===== src/rtl/nvram_pkg.sv =====
// Shared types and helpers for the HPS NVRAM upload responder.
package nvram_pkg;

    typedef enum logic [2:0] {
        StIdle    = 3'd0,
        StHalt    = 3'd1,
        StReady   = 3'd2,
        StFetch   = 3'd3,
        StRelease = 3'd4
    } nvram_state_e;

    localparam logic [7:0] DEFAULT_INDEX = 8'd4;

    // True when a non-empty window [base, base+len) fits inside the RAM address space.
    function automatic bit window_fits(input int unsigned addr_w, input int unsigned base,
                                       input int unsigned len);
        logic [63:0] span;
        span = 64'(base) + 64'(len);
        return (len != 0) && (span <= (64'd1 << addr_w));
    endfunction

endpackage


===== src/rtl/nvram_upload_if.sv =====
// HPS ioctl upload channel as seen by a byte responder.
interface nvram_upload_if;

    logic        ioctl_upload;
    logic [7:0]  ioctl_index;
    logic        ioctl_rd;
    logic [24:0] ioctl_addr;
    logic [7:0]  ioctl_din;
    logic        ioctl_wait;

    modport master (
        output ioctl_upload, ioctl_index, ioctl_rd, ioctl_addr,
        input  ioctl_din, ioctl_wait
    );

    modport slave (
        input  ioctl_upload, ioctl_index, ioctl_rd, ioctl_addr,
        output ioctl_din, ioctl_wait
    );

endinterface


===== src/rtl/nvram_upload_fetch.sv =====
// Request address latch, window compare, RAM address register and read-latency counter.
module nvram_fetch #(
    parameter int unsigned ADDR_W  = 11,
    parameter int unsigned BASE    = 0,
    parameter int unsigned LEN     = 64,
    parameter int unsigned RAM_LAT = 1
) (
    input  logic              clk_sys,
    input  logic              reset_n,
    input  logic              latch,
    input  logic              start,
    input  logic              active,
    input  logic [24:0]       addr_in,
    output logic [ADDR_W-1:0] ram_addr,
    output logic              oow,
    output logic              done
);

    logic [24:0]       off_q;
    logic [24:0]       eff;
    logic              in_win;
    logic              oow_q;
    logic [2:0]        cnt_q;
    logic [ADDR_W-1:0] ram_addr_q;

    // A request accepted in the same cycle the fetch starts bypasses the latch.
    assign eff    = latch ? addr_in : off_q;
    assign in_win = ({7'd0, eff} < LEN);
    assign done   = active & (oow_q | (cnt_q == 3'(RAM_LAT)));

    always_ff @(posedge clk_sys or negedge reset_n) begin
        if (!reset_n) begin
            off_q      <= '0;
            oow_q      <= 1'b0;
            cnt_q      <= '0;
            ram_addr_q <= '0;
        end else begin
            if (latch) begin
                off_q <= addr_in;
            end
            if (start) begin
                oow_q <= ~in_win;
                cnt_q <= '0;
                if (in_win) begin
                    ram_addr_q <= ADDR_W'(BASE) + eff[ADDR_W-1:0];
                end
            end else if (active && !done) begin
                cnt_q <= cnt_q + 3'd1;
            end
        end
    end

    assign ram_addr = ram_addr_q;
    assign oow      = oow_q;

endmodule


===== src/rtl/nvram_upload.sv =====
// Upload-side ioctl responder: halts the game CPU and returns bytes from a work-RAM window.
module nvram_upload
    import nvram_pkg::*;
#(
    parameter int unsigned ADDR_W   = 11,
    parameter int unsigned BASE     = 0,
    parameter int unsigned LEN      = 64,
    parameter int unsigned RAM_LAT  = 1,
    parameter int unsigned HALT_CYC = 16,
    parameter logic [7:0]  INDEX    = DEFAULT_INDEX
) (
    input  logic              clk_sys,
    input  logic              reset_n,
    nvram_upload_if.slave     ioctl,
    output logic              ram_access,
    output logic [ADDR_W-1:0] ram_addr,
    input  logic [7:0]        ram_dout,
    output logic              busy
);

    if (!window_fits(ADDR_W, BASE, LEN) || RAM_LAT == 0 || RAM_LAT > 4 || HALT_CYC == 0)
    begin : g_bad_params
        $error("nvram_upload: window or latency parameters out of range");
    end

    nvram_state_e state_q, state_d;
    logic [15:0]  halt_cnt_q, halt_cnt_d;
    logic         req_q, req_d;
    logic [7:0]   din_q;
    logic         sel, rd, accept, start, done, oow;

    assign sel    = ioctl.ioctl_upload & (ioctl.ioctl_index == INDEX);
    assign rd     = sel & ioctl.ioctl_rd;
    assign accept = rd & ((state_q == StHalt) | (state_q == StReady));

    always_comb begin
        state_d    = state_q;
        halt_cnt_d = halt_cnt_q;
        start      = 1'b0;
        case (state_q)
            StIdle: begin
                if (sel) begin
                    state_d    = StHalt;
                    halt_cnt_d = 16'(HALT_CYC - 1);
                end
            end
            StHalt: begin
                if (!sel) begin
                    state_d = StRelease;
                end else if (halt_cnt_q == '0) begin
                    start   = req_q | rd;
                    state_d = (req_q | rd) ? StFetch : StReady;
                end else begin
                    halt_cnt_d = halt_cnt_q - 16'd1;
                end
            end
            StReady: begin
                if (!sel) begin
                    state_d = StRelease;
                end else if (rd) begin
                    start   = 1'b1;
                    state_d = StFetch;
                end
            end
            StFetch: begin
                if (!sel) begin
                    state_d = StRelease;
                end else if (done) begin
                    state_d = StReady;
                end
            end
            StRelease: state_d = StIdle;
            default:   state_d = StIdle;
        endcase
    end

    // Dropping the session abandons any pending request.
    always_comb begin
        req_d = req_q;
        if (!sel) begin
            req_d = 1'b0;
        end else if (accept) begin
            req_d = 1'b1;
        end else if (done) begin
            req_d = 1'b0;
        end
    end

    always_ff @(posedge clk_sys or negedge reset_n) begin
        if (!reset_n) begin
            state_q    <= StIdle;
            halt_cnt_q <= '0;
            req_q      <= 1'b0;
            din_q      <= '0;
        end else begin
            state_q    <= state_d;
            halt_cnt_q <= halt_cnt_d;
            req_q      <= req_d;
            if (sel && done) begin
                din_q <= oow ? 8'hFF : ram_dout;
            end
        end
    end

    nvram_fetch #(
        .ADDR_W  (ADDR_W),
        .BASE    (BASE),
        .LEN     (LEN),
        .RAM_LAT (RAM_LAT)
    ) u_fetch (
        .clk_sys  (clk_sys),
        .reset_n  (reset_n),
        .latch    (accept),
        .start    (start),
        .active   (state_q == StFetch),
        .addr_in  (ioctl.ioctl_addr),
        .ram_addr (ram_addr),
        .oow      (oow),
        .done     (done)
    );

    assign ioctl.ioctl_din  = din_q;
    assign ioctl.ioctl_wait = req_q;
    assign ram_access = (state_q == StHalt) | (state_q == StReady) | (state_q == StFetch);
    assign busy       = (state_q != StIdle);

endmodule


===== src/flat_wrapper.sv =====
// flat-port wrapper written by rule: the top's interface ports become plain ports
module nvram_upload_flat import nvram_pkg::*;
#(
    parameter int unsigned ADDR_W   = 11,
    parameter int unsigned BASE     = 0,
    parameter int unsigned LEN      = 64,
    parameter int unsigned RAM_LAT  = 1,
    parameter int unsigned HALT_CYC = 16,
    parameter logic [7:0]  INDEX    = DEFAULT_INDEX
)
  (clk_sys, reset_n, ram_access, ram_addr, ram_dout, busy, ioctl_ioctl_upload, ioctl_ioctl_index, ioctl_ioctl_rd, ioctl_ioctl_addr, ioctl_ioctl_din, ioctl_ioctl_wait);
  nvram_upload_if ioctl_i ();
  input  logic clk_sys;
  input  logic reset_n;
  output logic ram_access;
  output logic [ADDR_W-1:0] ram_addr;
  input  logic [7:0] ram_dout;
  output logic busy;
  input wire logic [$bits(ioctl_i.ioctl_upload)-1:0] ioctl_ioctl_upload;
  input wire logic [$bits(ioctl_i.ioctl_index)-1:0] ioctl_ioctl_index;
  input wire logic [$bits(ioctl_i.ioctl_rd)-1:0] ioctl_ioctl_rd;
  input wire logic [$bits(ioctl_i.ioctl_addr)-1:0] ioctl_ioctl_addr;
  output wire logic [$bits(ioctl_i.ioctl_din)-1:0] ioctl_ioctl_din;
  output wire logic [$bits(ioctl_i.ioctl_wait)-1:0] ioctl_ioctl_wait;
  assign ioctl_i.ioctl_upload = ioctl_ioctl_upload;
  assign ioctl_i.ioctl_index = ioctl_ioctl_index;
  assign ioctl_i.ioctl_rd = ioctl_ioctl_rd;
  assign ioctl_i.ioctl_addr = ioctl_ioctl_addr;
  assign ioctl_ioctl_din = ioctl_i.ioctl_din;
  assign ioctl_ioctl_wait = ioctl_i.ioctl_wait;
  nvram_upload #(.ADDR_W(ADDR_W), .BASE(BASE), .LEN(LEN), .RAM_LAT(RAM_LAT), .HALT_CYC(HALT_CYC), .INDEX(INDEX)) u_core (.clk_sys(clk_sys), .reset_n(reset_n), .ioctl(ioctl_i), .ram_access(ram_access), .ram_addr(ram_addr), .ram_dout(ram_dout), .busy(busy));
endmodule

===== config.mk =====
export PLATFORM = sky130hd
export DESIGN_NAME = nvram_upload_flat
export DESIGN_NICKNAME = d
export VERILOG_FILES = /design/src/rtl/nvram_pkg.sv /design/src/rtl/nvram_upload_if.sv /design/src/rtl/nvram_upload_fetch.sv /design/src/rtl/nvram_upload.sv /design/src/flat_wrapper.sv
export SDC_FILE = /design/constraint.sdc
export NUM_CORES = 1
export LEC_CHECK = 0
export ABC_AREA = 1
export BUFFER_PORTS_ARGS = -buffer_cell sky130_fd_sc_hd__clkbuf_2
export CAP_MARGIN = 10
export CORE_ASPECT_RATIO = 1.1
export CORE_MARGIN = 5
export CORE_UTILIZATION = 45
export CTS_BUF_LIST = sky130_fd_sc_hd__clkbuf_8
export DETAILED_ROUTE_END_ITERATION = 10
export PLACE_DENSITY = 0.67
export SYNTH_ARGS = -nofsm -noshare
export SYNTH_HDL_FRONTEND = slang
export SYNTH_HIERARCHICAL = 1
export SYNTH_SLANG_ARGS = --single-unit

===== constraint.sdc =====
create_clock -name clk_sys -period 2.6 [get_ports clk_sys]
set_clock_uncertainty 0.1 [all_clocks]
set_input_delay 0.39 -clock clk_sys [delete_from_list [all_inputs] [get_ports clk_sys]]
set_output_delay 0.39 -clock clk_sys [all_outputs]
set_load 0.02 [all_outputs]

==> impl_metrics.env, run 1 <==
export IMPL_status="finished, final reports clean"
export IMPL_nFillCells=759
export IMPL_insertion_delay_ps=330
export IMPL_syn_area_per_cell_um2=7.37
export IMPL_seq_area_um2=1700
export IMPL_h_tree_depth=3
export IMPL_synth_cell_types=33
export IMPL_die_area_um2=9940
export IMPL_rrSetupSlack_ps=300
export IMPL_die_h_um=104
export IMPL_ys_seq_area_share_pct=47.0
export IMPL_path_cells="inv_1 -> nand2_1 -> nor2_4 -> o21ai_2 -> nor2_4 -> buf_12 -> o21ai_0 -> nor2_1 -> nand2_1 -> nor2_2 -> nand3_4 -> inv_2 -> nor2_1"
export IMPL_drive_gt1_share_pct=19.6
export IMPL_diodes=0
export IMPL_die_w_um=95.5
export IMPL_critPathBufInv=3
export IMPL_cts_tree="built"
export IMPL_synthAdderAreaFrac_pct=1.38
export IMPL_final_hold_viol_count=0
export IMPL_arrival_ps=2420
export IMPL_syn_nets=540
export IMPL_grt_overflow=0
export IMPL_numCtsBuffers=9
export IMPL_p_per_area_nw_per_um2=794
export IMPL_rsz0062_at_grt="false"
export IMPL_vias=3141
export IMPL_first_pass_iters=4
export IMPL_initial_core_util_pct=46.0
export IMPL_hp_class="input pin to flop"
export IMPL_synth_compound_area_share_pct=6.08
export IMPL_end_kind="flop"
export IMPL_num_rows=34
export IMPL_coreArea_um2=7870
export IMPL_drc=0
export IMPL_slew_viol_final=0
export IMPL_grt_usage_pct=16.7
export IMPL_nets=616
export IMPL_io_buffers=66
export IMPL_critPathSlowestCell="dfrtp_1"
export IMPL_grt_max_degree=69
export IMPL_leakage_uw=0.00247
export IMPL_worst_pin_slew_ps=366
export IMPL_antenna_found_initial=0
export IMPL_fin_crit_sh_pct=88.4
export IMPL_avgViaCountPerCell=4.62
export IMPL_yosys_warnings=6
export IMPL_max_freq_mhz=435
export IMPL_cts_buffer_depth=2
export IMPL_multi_input_area_um2=1630
export IMPL_ys_ff_latch=68
export IMPL_drt_iter0_drc=120
export IMPL_start_kind="flop"
export IMPL_synth_top_family_by_area="simple AND/OR/NAND/NOR gates"
export IMPL_syn_inst=491
export IMPL_worst_path_max_fanout=39
export IMPL_yosys_area_top_type_share_pct=47.0
export IMPL_dp_hpwl_um=5630
export IMPL_slew_headroom_pct=75.6
export IMPL_period_needed_ps=2300
export IMPL_synth_largest_area_cell="dfrtp_1"
export IMPL_cap_violations=0
export IMPL_gp_congestion=0.896
export IMPL_required_ps=2720
export IMPL_root_buffer="clkbuf_8"
export IMPL_synthesis_area_um2=3620
export IMPL_ir_drop_mv=0.359
export IMPL_whs_ps=177
export IMPL_cts_sinks=68
export IMPL_syn_to_final_growth_pct=20.1
export IMPL_grt_pass1_wl_um=13500
export IMPL_grt_pass1_vias=3073
export IMPL_synthTopCellsByArea="dfrtp_1 47%, nand2_1 18%, nor2_1 7.7%, inv_1 5.8%, nand3_1 4.4%"
export IMPL_setup_tns_ps=0
export IMPL_synth_area_mux_share_pct=0
export IMPL_io_pin_count=67
export IMPL_synthSimpleGateAreaFrac_pct=35.3
export IMPL_worst_path_largest_cell_delay_ps=420
export IMPL_crit_family="simple AND/OR/NAND/NOR gates"
export IMPL_antenna_left=0
export IMPL_setup_viol=0
export IMPL_routed_wl_um=7700
export IMPL_clkTransAtPathRegs_ps=70
export IMPL_synth_xor_area_share_pct=1.69
export IMPL_critical_path_class="flop to flop"
export IMPL_wl_per_cell_um=11.3
## power breakdown
group          internal [µW]  switching, µW  leakage (µW)
Clock                    558            390      0.000115
Combinational            414            782       0.00148
Sequential              1170            137      0.000874
## state kept, by name (all words and copies together) (netlist names)
signal and cells:
u_core/u_fetch/ram_addr 11, u_core/state_q 3, u_core/ioctl.ioctl_din 8, u_core/u_fetch/off_q 25, u_core/u_fetch/oow 1, u_core/halt_cnt_q 16
u_core/ioctl.ioctl_wait 1, u_core/u_fetch/cnt_q 3
## worst paths after layout
check | startpoint | to | depth (start not counted)
worst max-delay path | u_core/state_q[2]$_DFFE_PN0P_ | u_core/u_fetch/ram_addr[8]$_DFFE_PN0P_ | 13
worst min-delay path | ioctl_ioctl_addr[11] | u_core/u_fetch/off_q[11]$_DFF_PN0_ | 3
worst max register to register | u_core/state_q[2]$_DFFE_PN0P_ | u_core/u_fetch/ram_addr[8]$_DFFE_PN0P_ | 13
worst min register to register | u_core/u_fetch/off_q[0]$_DFF_PN0_ | u_core/u_fetch/off_q[0]$_DFF_PN0_ | 2
max in group asynchronous | reset_n | u_core/u_fetch/cnt_q[2]$_DFFE_PN0P_ | 3
min in group asynchronous | reset_n | u_core/halt_cnt_q[11]$_DFFE_PN0P_ | 3
## cell families after synthesis
logic type,Yosys count
buffers and inverters,71
AO/OA/AOI/OAI,40
adder cells (fa/ha/maj),4
XOR/XNOR,7
flip-flops,68
AND/OR/NAND/NOR,301
## worst register-to-register path: stages, from the launching register on
cell,delay [ps]
dfrtp_1,420
inv_1,100
nand2_1,100
nor2_4,120
o21ai_2,100
nor2_4,200
buf_12,210
o21ai_0,180
nor2_1,140
nand2_1,90
nor2_2,130
nand3_4,120
inv_2,130
nor2_1,50
## metal layers
metal	vias to the layer above	wire, µm	GRT usage, %
li1	1659	-	-
met1	1413	3610	22.4
met2	64	3660	26.6
met3	5	380	4.49
met4	0	47	4.47
met5	-	0	0
## Yosys cell counts, drive strengths merged
master / count
a21o: 1
a21oi: 11
buf: 11
dfrtp: 68
ha: 4
inv: 60
nand2: 178
nand3: 34
nand4: 1
nor2: 82
nor3: 5
nor3b: 1
o211ai: 1
o21a: 1
o21ai: 23
o21bai: 1
o31ai: 1
o32ai: 1
xnor2: 3
xor2: 4
## area by class of cell
cell class              instances  area share (%)
flip-flops and latches         68            39.1
multi-input cells             352            37.5
repair buffers                 76            9.95
inverters                      60            5.29
clock buffers                  10            3.16
well taps                     108            3.11
clock inverters                 6            1.84
## repair_timing
action                                  in CTS  in global routing
endpoints found under the setup margin       0                 12
hold buffers                                 1                  0
gates resized for setup                      0                  9
setup buffers                                0                  0
hold endpoints to repair                    68                  0
## through the flow
stage	cells	total power, µW	setup WS, ps	util, %	cell area, µm²
floorplan	491	2250	284	-	3620
detailed placement	663	2510	50.3	52.1	4100
global route	680	3760	12.3	55.3	4350
finish	680	3450	302	55.3	4350
CTS	680	3470	35.1	55.0	4330
global placement	663	2490	104	52.1	4100
## cell usage in the layout (no fill, tap or decap), types with 6 or more instances in the layout
cell type	count
nor2_4	6
o21ai_0	9
o21ai_1	12
clkbuf_2	65
nand2_1	177
buf_4	7
clkbuf_8	10
a21oi_1	10
dfrtp_1	68
inv_1	58
nor2_1	72
nand3_1	32
Note: power is estimated with default switching activity, not from simulation.
==> run 2, diff against run 1 <==
ABC_AREA = unset   (was 1)
PLACE_DENSITY = 0.68   (was 0.67)
==> impl_metrics.env, run 2 <==
export IMPL_die_w_um=90.9
export IMPL_syn_inst=289
export IMPL_syn_area_per_cell_um2=11.2
export IMPL_synthesis_area_um2=3240
export IMPL_worst_path_max_fanout=8
export IMPL_synth_cell_types=48
export IMPL_whs_ps=193
export IMPL_cts_buffer_depth=2
export IMPL_required_ps=2720
export IMPL_grt_overflow=0
export IMPL_rsz0062_at_grt="true"
export IMPL_numCtsBuffers=9
export IMPL_cap_violations=0
export IMPL_dp_hpwl_um=5390
export IMPL_ys_seq_area_share_pct=52.5
export IMPL_drc=0
export IMPL_synth_compound_area_share_pct=7.30
export IMPL_period_needed_ps=2740
export IMPL_antenna_left=0
export IMPL_critPathLaunch="ioctl_ioctl_index[1]"
export IMPL_largest_register="u_core/u_fetch/off_q"
export IMPL_synth_top_family_by_area="simple AND/OR/NAND/NOR gates"
export IMPL_vias=2626
export IMPL_largest_register_ff_count=25
export IMPL_slew_viol_final=0
export IMPL_cts_tree="built"
export IMPL_worst_pin_slew_ps=693
export IMPL_gp_congestion=0.825
export IMPL_yosysMostFrequentCell="dfrtp_1"
export IMPL_synth_edff_count=0
export IMPL_antenna_found_initial=0
export IMPL_crit_family="simple AND/OR/NAND/NOR gates"
export IMPL_arrival_ps=2860
export IMPL_highest_layer="met4"
export IMPL_io_buffers=66
export IMPL_io_pin_count=67
export IMPL_routed_wl_um=7250
export IMPL_dr_wl_met3_um=292
export IMPL_grt_pass1_vias=2653
export IMPL_critPathSlowestCell="or4b_4"
export IMPL_ir_drop_mv=0.312
export IMPL_insertion_delay_ps=340
export IMPL_wl_met2_um=3650
export IMPL_async_flop_share_pct=100
export IMPL_reg2reg_from="u_core/halt_cnt_q[8]$_DFFE_PN0P_"
export IMPL_fin_ws_ps=-140
export IMPL_slew_headroom_pct=53.4
export IMPL_initial_core_util_pct=46.2
export IMPL_cts_sinks=68
export IMPL_p_per_area_nw_per_um2=499
export IMPL_avgViaCountPerCell=5.36
export IMPL_synth_xor_area_share_pct=0.811
export IMPL_synth_largest_area_cell="dfrtp_1"
export IMPL_synth_common_cells="68 x dfrtp_1, 26 x mux2_2, 25 x nor2_1"
export IMPL_max_freq_mhz=365
export IMPL_clkTransAtPathRegs_ps=80
export IMPL_hp_start="ioctl_ioctl_addr[23]"
export IMPL_ys_ff_latch=68
export IMPL_synthSimpleGateAreaFrac_pct=20.3
export IMPL_final_cell_mix="68 x dfrtp_1, 65 x clkbuf_2, 46 x buf_4, 24 x nor2_1, 24 x mux2_2"
export IMPL_yosys_warnings=6
export IMPL_diodes=0
export IMPL_worst_path_largest_cell_delay_ps=530
export IMPL_critPathBufInv=2
export IMPL_hp_class="input pin to flop"
export IMPL_status="complete, but fails checks"
export IMPL_syn_to_final_growth_pct=31.8
export IMPL_layout_commonest_cell="dfrtp_1"
export IMPL_grt_usage_pct=17.0
export IMPL_wl_met1_um=3230
export IMPL_coreArea_um2=7010
export IMPL_drive_gt1_share_pct=45.7
export IMPL_path_cells="clkbuf_2 -> or4b_4 -> or3_4 -> nor2_4 -> buf_6 -> mux2_4 -> nor4_4 -> o211a_4 -> mux2_4"
export IMPL_drt_iter0_drc=72
export IMPL_yosys_area_top_type_share_pct=52.5
export IMPL_h_tree_depth=3
export IMPL_die_h_um=99.0
export IMPL_synthAdderAreaFrac_pct=1.54
export IMPL_nets=449
export IMPL_end_kind="flop"
export IMPL_root_buffer="clkbuf_8"
export IMPL_wl_per_cell_um=14.8
export IMPL_synthTopCellsByArea="dfrtp_1 53%, mux2_2 9.0%, nor2_1 2.9%, nor4_1 2.5%, mux2_4 2.3%"
export IMPL_fin_crit_sh_pct=105
export IMPL_crit_top_cell="mux2_4"
export IMPL_violations="negative setup slack"
export IMPL_first_pass_iters=4
export IMPL_grt_pass1_wl_um=12500
export IMPL_syn_nets=338
export IMPL_setup_tns_ps=-1330
export IMPL_setup_viol=12
export IMPL_grt_max_degree=45
export IMPL_critical_path_class="input pin to flop"
export IMPL_start_kind="input pin"
export IMPL_die_area_um2=9000
export IMPL_num_rows=32
export IMPL_leakage_uw=0.00218
export IMPL_synthFlopType="dfrtp_1"
export IMPL_synth_area_mux_share_pct=13.9
export IMPL_dp_slack_ps=-444
export IMPL_final_hold_viol_count=0
==> run 2: logic make-up (layout without fill, tap and decap cells) <==
logic type,after synthesis,count (layout)
AND/OR/NAND/NOR,113,113
flip-flops,68,68
multiplexers,39,39
AO/OA/AOI/OAI,38,38
buffers and inverters,24,140
adder cells (fa/ha/maj),4,4
XOR/XNOR,3,3
==> run 2: path summary, 6_finish.rpt <==
kind | to | slack [ps] | depth (start not counted)
setup / recovery | u_core/u_fetch/ram_addr[0]$_DFFE_PN0P_ | -140 | 9
hold / removal | u_core/u_fetch/off_q[23]$_DFF_PN0_ | 190 | 2
setup reg to reg | u_core/u_fetch/ram_addr[0]$_DFFE_PN0P_ | -130 | 8
hold reg to reg | u_core/ioctl.ioctl_din[4]$_DFFE_PN0P_ | 390 | 2
max in group asynchronous | u_core/u_fetch/ram_addr[8]$_DFFE_PN0P_ | 1270 | 3
min in group asynchronous | u_core/ioctl.ioctl_wait$_DFFE_PN0P_ | 490 | 2
==> run 2: cell type report <==
type	count	area, µm²
Multi-Input combinational cell	197	1500
Inverter	7	26.3
Clock buffer	9	124
Fill cell	565	2740
Sequential cell	68	1700
Clock inverter	7	75.1
Timing Repair Buffer	117	739
Tap cell	85	106
==> run 2: power breakdown <==
part           internal [µW]  total (µW)  switching (µW)
Combinational           94.9         201             106
Clock                    448         865             417
Sequential              1060        1070            3.14
Total                   1600        2130             527
==> run 2: stage by stage <==
stage                     instance area, µm²  utilization [%]  power, µW  instances
after floorplan                         3290                -       1160        289
after detailed placement                3950             56.4       1270        465
after global placement                  3950             56.4       1270        465
after CTS                               4220             60.3       2160        486
after global routing                    4270             60.9       2230        490
final                                   4270             60.9       2130        490
==> run 2: layer usage <==
metal / global-route usage, % / vias up
met1: 21.8 / 1279
met2: 28.6 / 58
met5: 0 / -
met3: 3.51 / 8
li1: - / 1281
met4: 5.76 / 0
==> run 2: repair_timing <==
action | in CTS | in global routing
cloned | 0 | 0
hold buffers | 1 | 0
pin swaps | 6 | 4
hold endpoints to repair | 24 | 0
gates resized for setup | 9 | 5
buffers inserted | 4 | 4
setup endpoints to repair | 12 | 16
